File: config.mk
export PLATFORM = sky130hd
export DESIGN_NAME = ni_packetizer
export DESIGN_NICKNAME = d
export VERILOG_FILES = /design/src/rtl/ni_packetizer.sv
export SDC_FILE = /design/constraint.sdc
export NUM_CORES = 1
export LEC_CHECK = 0
export ABC_CLOCK_PERIOD_IN_PS = 5350
export BUFFER_PORTS_ARGS = -buffer_cell sky130_fd_sc_hd__buf_2
export CAP_MARGIN = 20
export CORE_MARGIN = 5
export CORE_UTILIZATION = 52
export CTS_BUF_LIST = sky130_fd_sc_hd__clkbuf_8
export DETAILED_ROUTE_END_ITERATION = 12
export PLACE_DENSITY = 0.76
export SETUP_SLACK_MARGIN = 0.2
export SLEW_MARGIN = 5
export SYNTH_ARGS = -nofsm -noshare
export SYNTH_HDL_FRONTEND = slang
export SYNTH_SLANG_ARGS = --single-unit
export TNS_END_PERCENT = 30
File: constraint.sdc
create_clock -name clk -period 5.35 [get_ports clk]
set_clock_uncertainty 0.2 [all_clocks]
set_input_delay 0.535 -clock clk [delete_from_list [all_inputs] [get_ports clk]]
set_output_delay 0.535 -clock clk [all_outputs]
set_load 0.01 [all_outputs]
File: src/rtl/ni_packetizer.sv
// ni_packetizer
// Local-port network interface transmitter. Payload words are buffered in a
// FIFO. On request they are sent to the router Local input as one packet:
// a header flit, N body flits and a tail flit. Every flit carries even parity
// in bit 0. Flits are offered with RTS and advance only when DCTS is high.
//
// Ports:
//   clk, rst      clock, asynchronous active-high reset
//   cur_addr      own router address (header source field)
//   wr_en/wr_data push a 28-bit payload word into the FIFO
//   wr_err        one-cycle pulse when a push is dropped because the FIFO is full
//   buf_count     number of words held; buf_full when it equals DEPTH
//   send_req      start a packet of send_len body words to send_dst
//   send_err      one-cycle pulse when a request is rejected
//   busy          a packet is in progress
//   done          one-cycle pulse after the tail flit is transferred
//   TX/RTS        flit and flit-valid to router L_RX / L_DRTS
//   DCTS          router L_CTS
module ni_packetizer #(
   parameter int DATA_WIDTH = 32,
   parameter int AXIS       = 4,
   parameter int DEPTH      = 16
) (
   input  logic                      clk,
   input  logic                      rst,
   input  logic [AXIS-1:0]           cur_addr,
   input  logic                      wr_en,
   input  logic [27:0]               wr_data,
   output logic                      wr_err,
   output logic [$clog2(DEPTH):0]    buf_count,
   output logic                      buf_full,
   input  logic                      send_req,
   input  logic [AXIS-1:0]           send_dst,
   input  logic [$clog2(DEPTH):0]    send_len,
   output logic                      send_err,
   output logic                      busy,
   output logic                      done,
   output logic [DATA_WIDTH-1:0]     TX,
   output logic                      RTS,
   input  logic                      DCTS
);

   localparam int AW = $clog2(DEPTH);
   localparam int CW = AW + 1;

   typedef enum logic [1:0] {IDLE, HEADER, BODY, TAIL} state_t;

   state_t          state;
   logic [7:0]      pkt_id;
   logic [CW-1:0]   remaining;

   logic [27:0]     mem [DEPTH];
   logic [AW-1:0]   rd_ptr;
   logic [AW-1:0]   wr_ptr;
   logic [CW-1:0]   count_next;
   logic            push_ok;
   logic            pop;
   logic [27:0]     head_word;
   logic [27:0]     next_word;

   // ---------------- flit builders ----------------
   function automatic logic [DATA_WIDTH-1:0] make_header(
      input logic [CW-1:0]   n,
      input logic [AXIS-1:0] dst,
      input logic [AXIS-1:0] src,
      input logic [7:0]      id);
      logic [DATA_WIDTH-1:0] f;
      f        = '0;
      f[31:29] = 3'b001;
      f[28:17] = 12'(n) + 12'd2;
      f[16:13] = dst;
      f[12:9]  = src;
      f[8:1]   = id;
      f[0]     = ^f[DATA_WIDTH-1:1];
      return f;
   endfunction

   function automatic logic [DATA_WIDTH-1:0] make_body(input logic [27:0] w);
      logic [DATA_WIDTH-1:0] f;
      f        = '0;
      f[31:29] = 3'b010;
      f[28:1]  = w;
      f[0]     = ^f[DATA_WIDTH-1:1];
      return f;
   endfunction

   function automatic logic [DATA_WIDTH-1:0] make_tail();
      logic [DATA_WIDTH-1:0] f;
      f        = '0;
      f[31:29] = 3'b100;
      f[0]     = ^f[DATA_WIDTH-1:1];
      return f;
   endfunction

   // ---------------- payload FIFO ----------------
   // Fullness is judged on the registered count, so a push while full is
   // dropped even if the same edge pops a word.
   assign push_ok   = wr_en && (buf_count != CW'(DEPTH));
   assign pop       = (state == BODY) && DCTS;
   assign head_word = mem[rd_ptr];
   // Word after the one being popped; feeds the next body flit.
   assign next_word = mem[rd_ptr + AW'(1)];

   always_comb begin
      count_next = buf_count;
      if (push_ok && !pop)
         count_next = buf_count + CW'(1);
      else if (!push_ok && pop)
         count_next = buf_count - CW'(1);
   end

   always_ff @(posedge clk) begin
      if (push_ok)
         mem[wr_ptr] <= wr_data;
   end

   always_ff @(posedge clk or posedge rst) begin
      if (rst) begin
         rd_ptr    <= '0;
         wr_ptr    <= '0;
         buf_count <= '0;
         buf_full  <= 1'b0;
         wr_err    <= 1'b0;
      end else begin
         wr_err    <= wr_en && !push_ok;
         buf_count <= count_next;
         buf_full  <= (count_next == CW'(DEPTH));
         if (push_ok)
            wr_ptr <= wr_ptr + AW'(1);
         if (pop)
            rd_ptr <= rd_ptr + AW'(1);
      end
   end

   // ---------------- packet sequencer ----------------
   always_ff @(posedge clk or posedge rst) begin
      if (rst) begin
         state     <= IDLE;
         TX        <= '0;
         RTS       <= 1'b0;
         busy      <= 1'b0;
         done      <= 1'b0;
         send_err  <= 1'b0;
         pkt_id    <= '0;
         remaining <= '0;
      end else begin
         done     <= 1'b0;
         send_err <= 1'b0;
         case (state)
            IDLE: begin
               if (send_req) begin
                  if (send_len != '0 && send_len <= buf_count) begin
                     TX        <= make_header(send_len, send_dst, cur_addr, pkt_id);
                     RTS       <= 1'b1;
                     busy      <= 1'b1;
                     remaining <= send_len;
                     state     <= HEADER;
                  end else begin
                     send_err <= 1'b1;
                  end
               end
            end
            HEADER: begin
               if (DCTS) begin
                  TX    <= make_body(head_word);
                  state <= BODY;
               end
            end
            BODY: begin
               if (DCTS) begin
                  remaining <= remaining - CW'(1);
                  if (remaining == CW'(1)) begin
                     TX    <= make_tail();
                     state <= TAIL;
                  end else begin
                     TX <= make_body(next_word);
                  end
               end
            end
            TAIL: begin
               if (DCTS) begin
                  TX     <= '0;
                  RTS    <= 1'b0;
                  busy   <= 1'b0;
                  done   <= 1'b1;
                  pkt_id <= pkt_id + 8'd1;
                  state  <= IDLE;
               end
            end
            default: state <= IDLE;
         endcase
      end
   end

endmodule

==> impl_metrics.tcl, run 1 <==
set metrics [dict create \
    clockBufferDepth 3 \
    row_count 80 \
    drc 0 \
    cap_violations 0 \
    ys_seq_area_frac 0.610 \
    cts_tree "built" \
    first_pass_iters 5 \
    outcome "completed" \
    grt_pass1_vias 15000 \
    die_h_um 228 \
    p_clk_frac 0.157 \
    sw_frac_of_total 0.388 \
    syn_inst 1361 \
    drtIter0Drc 1465 \
    synth-edff-count 448 \
    route.met3.wl_mm 6.43 \
    synth_cell_types 53 \
    ios 89 \
    r2r-end "TX[0]" \
    yosysWarnings 0 \
    grt_max_degree 139 \
    holdBufCountCts 3 \
    synth_ff_type "edfxtp_1" \
    portBuffers 88 \
    die_x_um 228 \
    period_needed_ps 4540 \
    hold_class "in2reg" \
    comb_power_share 0.573 \
    drt-wirelength-per-cell_um 28.5 \
    cts.sinks 513 \
    reg2reg_depth 11 \
    layout.area.seq_sq_um 15100 \
    clock_latency_ps 660 \
    peakVddDrop_uv 1150 \
    p_seq_frac 0.270 \
    place_congestion 0.812 \
    fin_nets 1558 \
    post_cts_buffers 0 \
    async_reset_ff_frac 0.127 \
    cts_root_buffer "clkbuf_8" \
    cp_top_family "XOR/XNOR gates" \
    ys_ff_latch 513 \
    antenna_left 0 \
    core_sq_um 47300 \
    synth_top_cell_by_area "edfxtp_1" \
    worst_setup_path_start_kind "flop" \
    syn_area_sq_um 24700 \
    dpl-instance-area_sq_um 25900 \
    clk_pin_slew_ps 60 \
    worst_pin_slew_ps 1050 \
    synthesis.nets 1431 \
    dieArea_sq_um 52000 \
    fin_setup_tns_ps 0 \
    grt_pass1_wl_mm 93.8 \
    slowest_stage "ha_4" \
    drt_wl_total_mm 61.9 \
    numCtsBuffers 82 \
    wl_met2_mm 30.4 \
    fillers 3420 \
    grt-ovfl-total 0 \
    antenna_found_initial 6 \
    crit_path_end "TX[0]" \
    critical_path_class "reg2reg" \
    yosys-top-cells-count "edfxtp_1 (448), mux4_2 (231), mux2i_1 (74)" \
    worstSetupEndpointType "flop" \
    post-route-util 0.582 \
    crit_buf_inv 1 \
    synth_most_common_cell "edfxtp_1" \
    power.leakage_nw 9.55 \
    power_density_nw_per_um2 722 \
    stdcell_area_sq_um 27500 \
    multi_input_area_sq_um 9130 \
    cts_max_level 3 \
    avgViaCountPerCell 6.55 \
    synth_top_area_share 0.544 \
    intPower_mw 12.2 \
    dp_hpwl_mm 37.9 \
    syn_avg_cell_area_sq_um 18.2 \
    crit_path_max_fanout 40 \
    reg2reg_from "rd_ptr[1]" \
    setup_viol 0 \
    final-hold-violation-count 0 \
    path_cells "ha_4 > buf_4 > mux4_2 > mux2i_1 > mux2i_1 > xnor2_1 > xnor2_1 > xnor2_1 > xnor3_1 > a22oi_1 > o21ai_1" \
    area_delta_synth_final_pct 11.4 \
    r2r_slack_ps 810 \
    stdcell_count 2172 \
    max_stage_delay_ps 810 \
    vias 14200 \
    switchingPower_mw 7.71 \
    initial_utilization 0.522 \
    synth_area_leaders "edfxtp_1 (54%), mux4_2 (21%), dfrtp_1 (6.6%), mux2i_1 (3.0%), xnor2_1 (2.5%)" \
    post-route-period-util 0.849 \
    path_common_cell "xnor2_1" \
    grt_setup_unrepaired "false" \
    cts_resized 0 \
    dp_cells 2014 \
    crit_start "rd_ptr[1]" \
    grt_usage 0.239 \
    fmax_ghz 0.220 \
    critical_path_arrival_ps 4860 \
    max-slew-margin-rel 0.303 \
    path_depth 11 \
    cp.required_ps 5670 \
    wl_met1_mm 23.4 \
    drive_above_1_share 0.328 \
    p_total_mw 19.9 \
    slew_viol_final 0 \
    top_layer "met5" \
]
==> worst min path at each step <==
stage / start / end / slack [ps] / depth (start not counted)
after global placement: TX[30] / TX[30] / 260 / 2
after floorplan: remaining[4] / remaining[4] / 280 / 1
after CTS: wr_data[15] / mem[14][15] / 20 / 1
after detailed placement: TX[30] / TX[30] / 270 / 2
final: wr_data[12] / mem[14][12] / 60 / 1
after global routing: wr_data[19] / mem[3][19] / 40 / 1
==> state kept, by name, indices dropped and copies added, names as in the netlist <==
signal,cells
RTS,1
TX,32
buf_count,5
buf_full,1
done,1
mem,448
pkt_id,8
rd_ptr,4
remaining,5
send_err,1
state,2
wr_err,1
wr_ptr,4
==> final cells by class <==
type / count / share of cell area
diodes: 4 / 0.000364
clock buffers: 87 / 0.0435
clock inverters: 62 / 0.0118
inverters: 20 / 0.00273
multi-input cells: 732 / 0.332
flip-flops and latches: 513 / 0.548
well taps: 615 / 0.0279
repair buffers: 139 / 0.0341
==> kinds of logic after synthesis <==
family          synth area share
compound gates            0.0479
xor+xnor                  0.0349
fa+ha+maj                 0.0121
buf+inv                   0.0264
flops                      0.610
mux                        0.243
simple gates              0.0255
==> per-stage QoR <==
stage               worst slack, ps  hold slack (ps)
floorplan                      1240              282
global placement                838              257
detailed placement              850              275
CTS                             806             17.5
global route                    610             40.3
finish                          807             62.1
==> placed cells by master, fill, tap and decap left out, drive strengths merged, types with 17 or more instances in the layout <==
cell type,instances
o21ai,26
edfxtp,448
mux4,232
clkinv,22
a22oi,73
buf,136
inv,54
ha,24
nand3,17
clkbuf,87
mux2i,75
nor2,27
nand2,69
dfrtp,65
xnor2,71
==> per-layer routing <==
metal  track usage  vias up
met1         0.306     7423
li1              -     5895
met5             0        -
met2         0.396      796
met3        0.0695      106
met4        0.0824        2
==> power by group through the flow <==
stage | registers, mW | clock network (mW) | logic (mW)
6_report | 5.37 | 3.13 | 11.4
4_1_cts | 5.37 | 3.18 | 11.3
3_5_place_dp | 5.45 | 0 | 11.3
5_1_grt | 5.44 | 3.37 | 12.1
2_1_floorplan | 5.27 | 0 | 8.70
3_3_place_gp | 5.40 | 0 | 11.2
Power figures use the tool's default switching activity.
==> run 2: changes to the inputs <==
- ABC_CLOCK_PERIOD_IN_PS: 5350 -> 4280
- clock period: 5.35 -> 4.28 ns (I/O delays scaled with it)
==> impl_metrics.tcl, run 2 (synthesis results as in run 1) <==
set metrics [dict create \
    clockBufferDepth 3 \
    final-hold-violation-count 0 \
    worst_pin_slew_ps 922 \
    fillers 3395 \
    final_common_cell "edfxtp_1" \
    outcome "completed" \
    cts_resized 0 \
    holdWs_ps 50.7 \
    cp_top_family "XOR/XNOR gates" \
    min_from "cur_addr[2]" \
    clock_latency_ps 650 \
    cap_violations 0 \
    post-route-period-util 0.899 \
    grt_setup_unrepaired "false" \
    clk_pin_slew_ps 70 \
    vias 14400 \
    die_h_um 228 \
    fin_setup_tns_ps 0 \
    min_path_cells 4 \
    dp_hpwl_mm 37.6 \
    post_cts_buffers 0 \
    path_cells "ha_4 > buf_12 > mux4_2 > mux4_2 > xnor2_1 > xnor2_1 > xnor3_1 > xnor3_1 > a22oi_1 > o21ai_1" \
    worst_setup_path_start_kind "flop" \
    slowest_stage "dfrtp_4" \
    cp.required_ps 4600 \
    reg2reg_from "rd_ptr[0]" \
    power_density_nw_per_um2 887 \
    fmax_ghz 0.260 \
    fin_nets 1600 \
    row_count 80 \
    crit_path_max_fanout 52 \
    cts_max_level 3 \
    grt_pass1_wl_mm 93.0 \
    first_pass_iters 5 \
    drt_wl_total_mm 62.0 \
    critical_path_class "reg2reg" \
    setup_viol 0 \
    max_stage_delay_ps 580 \
    antenna_left 0 \
    ios 89 \
    cts_root_buffer "clkbuf_8" \
    peakVddDrop_uv 1420 \
    avgViaCountPerCell 6.52 \
    grt-ovfl-total 0 \
    power.leakage_nw 9.69 \
    hold_class "in2reg" \
    drt-wirelength-per-cell_um 28.1 \
    crit_buf_inv 1 \
    drtIter0Drc 1547 \
    drive_above_1_share 0.316 \
    reg2reg_depth 10 \
    grt_usage 0.236 \
    area_delta_synth_final_pct 12.8 \
    cts.sinks 513 \
    antenna_found_initial 4 \
    r2r-end "TX[0]" \
    grt_max_degree 81 \
    critical_path_arrival_ps 4170 \
    worstSetupEndpointType "flop" \
    die_x_um 228 \
    reg.largest.list "mem x448, TX x32, pkt_id x8" \
    slew_viol_final 0 \
    portBuffers 88 \
    numCtsBuffers 79 \
    path_depth 10 \
    holdPathEnd "TX[11]" \
    core_sq_um 47300 \
    cts_tree "built" \
    drc 0 \
    r2r_slack_ps 430 \
    largest_reg_flops 448 \
    grt_pass1_vias 14800 \
    place_congestion 0.856 \
    final_cell_mix "edfxtp_1 (448), mux4_2 (231), buf_2 (88)" \
    period_needed_ps 3850 \
    dieArea_sq_um 52000 \
    max-slew-margin-rel 0.384 \
    top_register "mem" \
    initial_utilization 0.522 \
]
[run 2: worst max-delay path by stage]
stage	slack, ps	from	end
after floorplan	210	buf_count[0]	mem[0][0]
after global placement	420	rd_ptr[0]	TX[0]
after detailed placement	480	rd_ptr[0]	TX[0]
after CTS	430	rd_ptr[0]	TX[0]
after global routing	270	rd_ptr[0]	TX[0]
final	430	rd_ptr[0]	TX[0]
[run 2: cell type report]
cell class	instances	area, sq um	area share
multi-input cells	732	9140	0.328
flip-flops and latches	513	15100	0.541
inverters	20	75.1	0.00269
well taps	615	769	0.0276
repair buffers	184	1410	0.0506
diodes	3	7.51	0.000269
clock buffers	84	1160	0.0414
clock inverters	58	251	0.00901
[run 2: worst reg2reg max path, cell delays in order, from the launching register on]
cell and delay (ps):
dfrtp_4 580, ha_4 360, buf_12 310, mux4_2 410, mux4_2 540, xnor2_1 200, xnor2_1 340, xnor3_1 280
xnor3_1 190, a22oi_1 210, o21ai_1 80
[run 2: metal layers]
layer  wire length [um]  vias up  global-route usage  part of all wire
met2              29900      816               0.379              0.48
met4               1700        2              0.0788             0.027
li1                   -     5973                   -                 -
met3               6270      118              0.0502              0.10
met5                  7        -                   0           0.00011
met1              24200     7491               0.329              0.39
[run 2: timing repair]
| action | CTS | global route |
|---|---|---|
| setup endpoints to repair | 0 | 0 |
| endpoints found under the hold margin | 488 | 0 |
| hold buffers | 40 | 0 |
[run 2: metrics by stage]
step / power, mW / utilization / instances / area, sq um / setup WS, ps
floorplan: 17.4 / - / 1361 / 24700 / 209
global placement: 20.8 / 0.551 / 2024 / 26100 / 423
detailed placement: 21.0 / 0.551 / 2024 / 26100 / 477
CTS: 24.7 / 0.589 / 2206 / 27900 / 429
global route: 25.9 / 0.589 / 2207 / 27900 / 270
finish: 24.7 / 0.589 / 2209 / 27900 / 434
[run 2: where the power goes]
part / leakage, nW / internal (mW) / switching [mW]
sequential: 4.86 / 6.17 / 0.461
combinational: 4.00 / 7.13 / 7.31
clock: 0.825 / 1.82 / 1.86
total: 9.69 / 15.1 / 9.63
